[src/rtl/uart_rx.sv]
// uart_rx: 8N1 UART receiver with mid-bit sampling, one-byte buffer and error pulses.
// Define UART_RX_PARITY_EN to add an even-parity bit and the parity_err output.
module uart_rx #(
    parameter int clk_freq       = 50000000,
    parameter int uart_baud_rate = 9600
) (
    input  logic       clk,
    input  logic       rst,
    input  logic       UartRx,
    input  logic       rx_ack,
    output logic [7:0] rx_data,
    output logic       rx_avail,
    output logic       frame_err,
    output logic       overrun_err,
`ifdef UART_RX_PARITY_EN
    output logic       parity_err,
`endif
    output logic       busy
);
    localparam int DIV  = clk_freq / uart_baud_rate;
    localparam int HALF = DIV / 2;
    localparam int CW   = $clog2(DIV + 1);
    localparam logic [CW-1:0] HALF_M1 = CW'(HALF - 1);
    localparam logic [CW-1:0] DIV_M1  = CW'(DIV - 1);

    typedef enum logic [2:0] {
        IDLE,
        START,
        DATA,
`ifdef UART_RX_PARITY_EN
        PARITY,
`endif
        STOP
    } state_t;

    state_t          state_q, state_d;
    logic [CW-1:0]   cnt_q, cnt_d;
    logic [2:0]      bit_idx_q, bit_idx_d;
    logic [7:0]      shift_q, shift_d;
    logic [7:0]      data_q, data_d;
    logic            avail_q, avail_d;
    logic            ferr_q, ferr_d;
    logic            oerr_q, oerr_d;
    logic            busy_q, busy_d;
    logic            sync_q, rx_s_q, rx_d_q;
    logic            commit;
`ifdef UART_RX_PARITY_EN
    logic            par_q, par_d;
    logic            perr_q, perr_d;
`endif

    // Next-state logic: the baud counter free-runs down outside IDLE; each state acts when it hits zero
    always_comb begin
        state_d   = state_q;
        cnt_d     = (state_q == IDLE || cnt_q == '0) ? cnt_q : cnt_q - 1'b1;
        bit_idx_d = bit_idx_q;
        shift_d   = shift_q;
        ferr_d    = 1'b0;
        commit    = 1'b0;
`ifdef UART_RX_PARITY_EN
        par_d     = par_q;
        perr_d    = 1'b0;
`endif
        case (state_q)
            IDLE: begin
                if (rx_d_q && !rx_s_q) begin
                    state_d = START;
                    cnt_d   = HALF_M1;
                end
            end
            START: begin
                if (cnt_q == '0) begin
                    state_d   = rx_s_q ? IDLE : DATA;
                    cnt_d     = DIV_M1;
                    bit_idx_d = 3'd0;
                end
            end
            DATA: begin
                if (cnt_q == '0) begin
                    shift_d   = {rx_s_q, shift_q[7:1]};
                    cnt_d     = DIV_M1;
                    bit_idx_d = bit_idx_q + 3'd1;
`ifdef UART_RX_PARITY_EN
                    if (bit_idx_q == 3'd7) state_d = PARITY;
`else
                    if (bit_idx_q == 3'd7) state_d = STOP;
`endif
                end
            end
`ifdef UART_RX_PARITY_EN
            PARITY: begin
                if (cnt_q == '0) begin
                    par_d   = rx_s_q;
                    cnt_d   = DIV_M1;
                    state_d = STOP;
                end
            end
`endif
            STOP: begin
                if (cnt_q == '0) begin
                    state_d = IDLE;
                    ferr_d  = !rx_s_q;
`ifdef UART_RX_PARITY_EN
                    perr_d  = ^{shift_q, par_q};
                    commit  = rx_s_q && !perr_d;
`else
                    commit  = rx_s_q;
`endif
                end
            end
            default: state_d = IDLE;
        endcase
        avail_d = commit | (avail_q & ~rx_ack);
        oerr_d  = commit & avail_q & ~rx_ack;
        data_d  = commit ? shift_q : data_q;
        busy_d  = state_d != IDLE;
    end

    // All state, synchronizer and registered outputs
    always_ff @(posedge clk or posedge rst) begin
        if (rst) begin
            state_q   <= IDLE;
            cnt_q     <= '0;
            bit_idx_q <= 3'd0;
            shift_q   <= 8'h00;
            data_q    <= 8'h00;
            avail_q   <= 1'b0;
            ferr_q    <= 1'b0;
            oerr_q    <= 1'b0;
            busy_q    <= 1'b0;
            sync_q    <= 1'b1;
            rx_s_q    <= 1'b1;
            rx_d_q    <= 1'b1;
`ifdef UART_RX_PARITY_EN
            par_q     <= 1'b0;
            perr_q    <= 1'b0;
`endif
        end else begin
            state_q   <= state_d;
            cnt_q     <= cnt_d;
            bit_idx_q <= bit_idx_d;
            shift_q   <= shift_d;
            data_q    <= data_d;
            avail_q   <= avail_d;
            ferr_q    <= ferr_d;
            oerr_q    <= oerr_d;
            busy_q    <= busy_d;
            sync_q    <= UartRx;
            rx_s_q    <= sync_q;
            rx_d_q    <= rx_s_q;
`ifdef UART_RX_PARITY_EN
            par_q     <= par_d;
            perr_q    <= perr_d;
`endif
        end
    end

    assign rx_data     = data_q;
    assign rx_avail    = avail_q;
    assign frame_err   = ferr_q;
    assign overrun_err = oerr_q;
    assign busy        = busy_q;
`ifdef UART_RX_PARITY_EN
    assign parity_err  = perr_q;
`endif
endmodule
[config.mk]
export PLATFORM = sky130hd
export DESIGN_NAME = uart_rx
export DESIGN_NICKNAME = d
export VERILOG_FILES = /design/src/rtl/uart_rx.sv
export SDC_FILE = /design/constraint.sdc
export NUM_CORES = 1
export LEC_CHECK = 0
export BUFFER_PORTS_ARGS = -buffer_cell sky130_fd_sc_hd__buf_2
export CORE_MARGIN = 5
export CORE_UTILIZATION = 55
export CTS_CLUSTER_DIAMETER = 120
export DETAILED_ROUTE_END_ITERATION = 7
export GPL_TIMING_DRIVEN = 0
export PLACE_DENSITY = 0.85
export RECOVER_POWER = 50
export SLEW_MARGIN = 20
export SYNTH_ARGS = -nofsm -noshare
export SYNTH_HDL_FRONTEND = slang
export SYNTH_SLANG_ARGS = --single-unit
[constraint.sdc]
create_clock -name clk -period 6.5 [get_ports clk]
set_input_delay 0.975 -clock clk [delete_from_list [all_inputs] [get_ports clk]]
set_output_delay 0.975 -clock clk [all_outputs]
set_load 0.05 [all_outputs]
==> run_summary.xml <==
<?xml version="1.0" encoding="UTF-8"?>
<metrics>
  <group name="yosys">
    <metric name="summed_instance_area_of_the_synthesized_netlist" unit="µm²">1950</metric>
    <metric name="ys_seq_area_share" unit="%">54.2</metric>
    <metric name="synth_cell_types" unit="">43</metric>
    <metric name="syn_area_per_cell" unit="µm²">11.5</metric>
    <metric name="async_reset_ff_share" unit="%">100</metric>
    <metric name="synth.yosys.warnings" unit="">0</metric>
    <metric name="synth-main-ff-cell" unit="">sky130_fd_sc_hd__dfrtp_1</metric>
    <metric name="post_synth_edffs" unit="">0</metric>
    <metric name="synth.net_count" unit="">177</metric>
    <metric name="yosys_register_bits" unit="">42</metric>
    <metric name="synthesis.instances" unit="">169</metric>
  </group>
  <group name="worst_setup_path">
    <metric name="worst_path_largest_cell_delay" unit="ns">0.59</metric>
    <metric name="cp_startpoint_kind" unit="">register</metric>
    <metric name="worstPathArrival" unit="ns">2.88</metric>
    <metric name="critical-path-slowest-cell" unit="">sky130_fd_sc_hd__or4b_1</metric>
    <metric name="criticalPathCategory" unit="">reg2reg</metric>
    <metric name="worst_ep_required_time" unit="ns">6.76</metric>
    <metric name="setup.worst_path.end_class" unit="">register</metric>
    <metric name="worst_path_fanout_max" unit="">10</metric>
    <metric name="worstPathCellList" unit="">inv_1, ha_1, or4b_1, nor3_4, nor4b_2, buf_4, mux2_2</metric>
  </group>
  <group name="clock_network">
    <metric name="cts.root.buffer_cell" unit="">sky130_fd_sc_hd__clkbuf_4</metric>
    <metric name="clk_pin_slew_worst_paths" unit="ns">0.13</metric>
    <metric name="post-cts-setup-buffers" unit="">0</metric>
    <metric name="clock_sinks" unit="">42</metric>
    <metric name="tritoncts_buffers" unit="">5</metric>
    <metric name="insertion_delay" unit="ns">0.36</metric>
    <metric name="cts_max_level" unit="">2</metric>
    <metric name="cts_tree" unit="">built</metric>
    <metric name="clockBufferDepth" unit="">2</metric>
    <metric name="cts_resized" unit="">0</metric>
    <metric name="postCtsHoldBufs" unit="">0</metric>
  </group>
  <group name="power_and_ir_drop">
    <metric name="power_density_over_the_cells" unit="nW/µm²">272</metric>
    <metric name="power.ir.vdd_worst" unit="mV">0.221</metric>
    <metric name="static-leakage-power" unit="nW">1.06</metric>
  </group>
  <group name="sta">
    <metric name="hold_viol_final" unit="">0</metric>
    <metric name="final_setup_violation_count" unit="">0</metric>
    <metric name="setup_total_negative_slack" unit="ns">0</metric>
    <metric name="clock_skew" unit="ns">0.00783</metric>
    <metric name="timing.fmax" unit="MHz">382</metric>
    <metric name="worstMarginPinSlew" unit="ns">1.64</metric>
    <metric name="rsz_0062_raised_after_global_routing" unit="">false</metric>
    <metric name="hold-worst-slack" unit="ns">0.372</metric>
    <metric name="maxSlewHeadroom" unit="%">-9.09</metric>
    <metric name="period_minus_slack" unit="ns">2.62</metric>
    <metric name="layout_setup_ws" unit="ns">3.88</metric>
    <metric name="post-route-period-util" unit="%">40.3</metric>
    <metric name="max_slew_vio_count" unit="">33</metric>
  </group>
  <group name="finish">
    <metric name="sequential_standard_cell_area" unit="µm²">1050</metric>
    <metric name="multi_input_comb_area" unit="µm²">840</metric>
    <metric name="nFillCells" unit="">246</metric>
    <metric name="finalNonFillerCells" unit="">239</metric>
    <metric name="most-common-layout-cells" unit="">sky130_fd_sc_hd__dfrtp_1 (39), sky130_fd_sc_hd__nand2_1 (20), sky130_fd_sc_hd__mux2_2 (16), sky130_fd_sc_hd__buf_2 (15), sky130_fd_sc_hd__nor2_1 (9)</metric>
    <metric name="finish.net_count" unit="">200</metric>
    <metric name="syn_to_final_growth" unit="%">12.3</metric>
    <metric name="layout_commonest_cell" unit="">sky130_fd_sc_hd__dfrtp_1</metric>
    <metric name="fraction_of_final_layout_cells_sized_beyond_drive_strength_1" unit="%">26.9</metric>
    <metric name="antenna_cells" unit="">0</metric>
  </group>
  <group name="routing">
    <metric name="drt-pass1-iter-count" unit="">4</metric>
    <metric name="antenna_violating_nets_post_route" unit="">0</metric>
    <metric name="post_drt_via_cell_ratio" unit="">5.76</metric>
    <metric name="totalWireLength" unit="mm">3.66</metric>
    <metric name="drt_drc_violations_left" unit="">0</metric>
    <metric name="drt_first_iter_violations" unit="">49</metric>
    <metric name="wl_per_cell" unit="µm">15.3</metric>
    <metric name="num_vias" unit="">1377</metric>
  </group>
  <group name="die">
    <metric name="die_width" unit="µm">69.5</metric>
    <metric name="floorplan.core_area" unit="µm²">3390</metric>
    <metric name="die-area" unit="µm²">4830</metric>
    <metric name="initial_utilization" unit="%">57.4</metric>
    <metric name="num_rows" unit="">21</metric>
    <metric name="top_ports" unit="">16</metric>
    <metric name="die_height" unit="µm">69.5</metric>
  </group>
  <group name="global_route">
    <metric name="total_grt_overflow" unit="">0</metric>
    <metric name="first_global_vias" unit="">1466</metric>
    <metric name="grt_start_max_net_pins" unit="">33</metric>
    <metric name="globalRouteTotalUtil" unit="%">17.3</metric>
    <metric name="grt_antenna_before_repair" unit="">0</metric>
    <metric name="global_route_wire_length_before_repair" unit="mm">6.67</metric>
  </group>
  <group name="status">
    <metric name="violations_in_the_final_reports" unit="">capacitance limit, slew limit</metric>
    <metric name="run_status" unit="">finished with violations</metric>
  </group>
  <group name="flow_run">
    <metric name="cap_viol_max_count" unit="">1</metric>
  </group>
  <group name="hold_path">
    <metric name="min-delay-path-class" unit="">reg2reg</metric>
  </group>
  <group name="placed_design">
    <metric name="buffer_ports.inserted" unit="">15</metric>
    <metric name="globalplace.congestion" unit="">0.880</metric>
    <metric name="preCtsSetupSlack" unit="ns">3.90</metric>
    <metric name="hpwl" unit="mm">2.73</metric>
    <metric name="placed_cells" unit="">231</metric>
  </group>
</metrics>
area by class of cell:
type	instances	share of cell area, %
clock inverters	3	3.15
flip-flops and latches	42	48.3
inverters	3	0.515
repair buffers	16	3.49
clock buffers	5	1.72
plain buffers	7	1.83
well taps	46	2.63
multi-input cells	117	38.4
registers in the layout (all words and copies together), names as in the netlist:
register     flops
rx_avail         1
busy             1
rx_d_q           1
state_q          3
bit_idx_q        3
rx_s_q           1
shift_q          8
sync_q           1
overrun_err      1
rx_data          8
frame_err        1
cnt_q           13
cells in the mapped netlist (all sizes together), types with 2 or more instances:
master	number	area, µm²
nand3	7	35.0
nor2	9	33.8
nand2	20	75.1
inv	3	11.3
mux2	16	180
nand2b	3	18.8
nor2b	2	12.5
xnor2	8	70.1
o211ai	2	15.0
ha	4	50.1
buf	4	28.8
or3	5	33.8
a211oi	2	15.0
nor4	5	46.3
nand4	4	40.0
o21ai	3	15.0
or4	3	25.0
clkbuf	3	11.3
a21oi	2	10.0
nor4b	2	23.8
nor3	8	51.3
dfstp	3	78.8
dfrtp	39	976
stage by stage:
stage          cell area, µm²  utilization (%)  power, W
5_1_grt                  2190             64.5  0.000627
4_1_cts                  2200             65.0  0.000600
3_5_place_dp             2100             61.9  0.000392
2_1_floorplan            1950                -  0.000369
6_report                 2190             64.5  0.000594
3_3_place_gp             2080             61.3  0.000382
report_power, final:
| part | switching, W | internal [W] |
|---|---|---|
| Sequential | 0.0000246 | 0.000281 |
| Clock | 0.0000876 | 0.000120 |
| Combinational | 0.0000484 | 0.0000321 |
| Total | 0.000161 | 0.000434 |
critical path, delay by kind of cell (launching register included):
kind | cells | cell delay (ns)
simple gates | 3 | 1.24
flops | 1 | 0.45
buf+inv | 2 | 0.35
mux | 1 | 0.35
fa+ha+maj | 1 | 0.14
cell families (layout without fill, tap and decap cells):
kind of cell	after synthesis	count (layout)	synth area share, %
adders and majority gates	4	4	2.57
DFF	42	42	54.2
AOI/OAI and AO/OA	16	16	5.53
buffers and inverters	10	34	2.64
and+or+nand+nor	71	71	21.5
xor gates and xnor gates	8	8	3.60
muxes	17	17	9.77
other	1	1	0.193
routing by layer:
metal  track usage (%)  share of wire [%]  routed length [µm]
met5                 0                  0                   0
met4              8.03                2.0                  74
met3              4.78                6.7                 244
met2              30.2                 53                1940
met1              19.5                 38                1400
path summary, 6_finish.rpt:
| kind | to | slack [ns] | cells past startpoint | startpoint |
|---|---|---|---|---|
| min | rx_s_q$_DFF_PP1_ | 0.37 | 0 | sync_q$_DFF_PP1_ |
| max reg2reg | shift_q[4]$_DFFE_PP0P_ | 3.88 | 7 | cnt_q[0]$_DFF_PP0_ |
| min in group asynchronous | shift_q[2]$_DFFE_PP0P_ | 0.56 | 2 | rst |
| min reg2reg | rx_s_q$_DFF_PP1_ | 0.37 | 0 | sync_q$_DFF_PP1_ |
| max | shift_q[4]$_DFFE_PP0P_ | 3.88 | 7 | cnt_q[0]$_DFF_PP0_ |
| max in group asynchronous | cnt_q[8]$_DFF_PP0_ | 4.10 | 3 | rst |
Power figures use the tool's default switching activity.
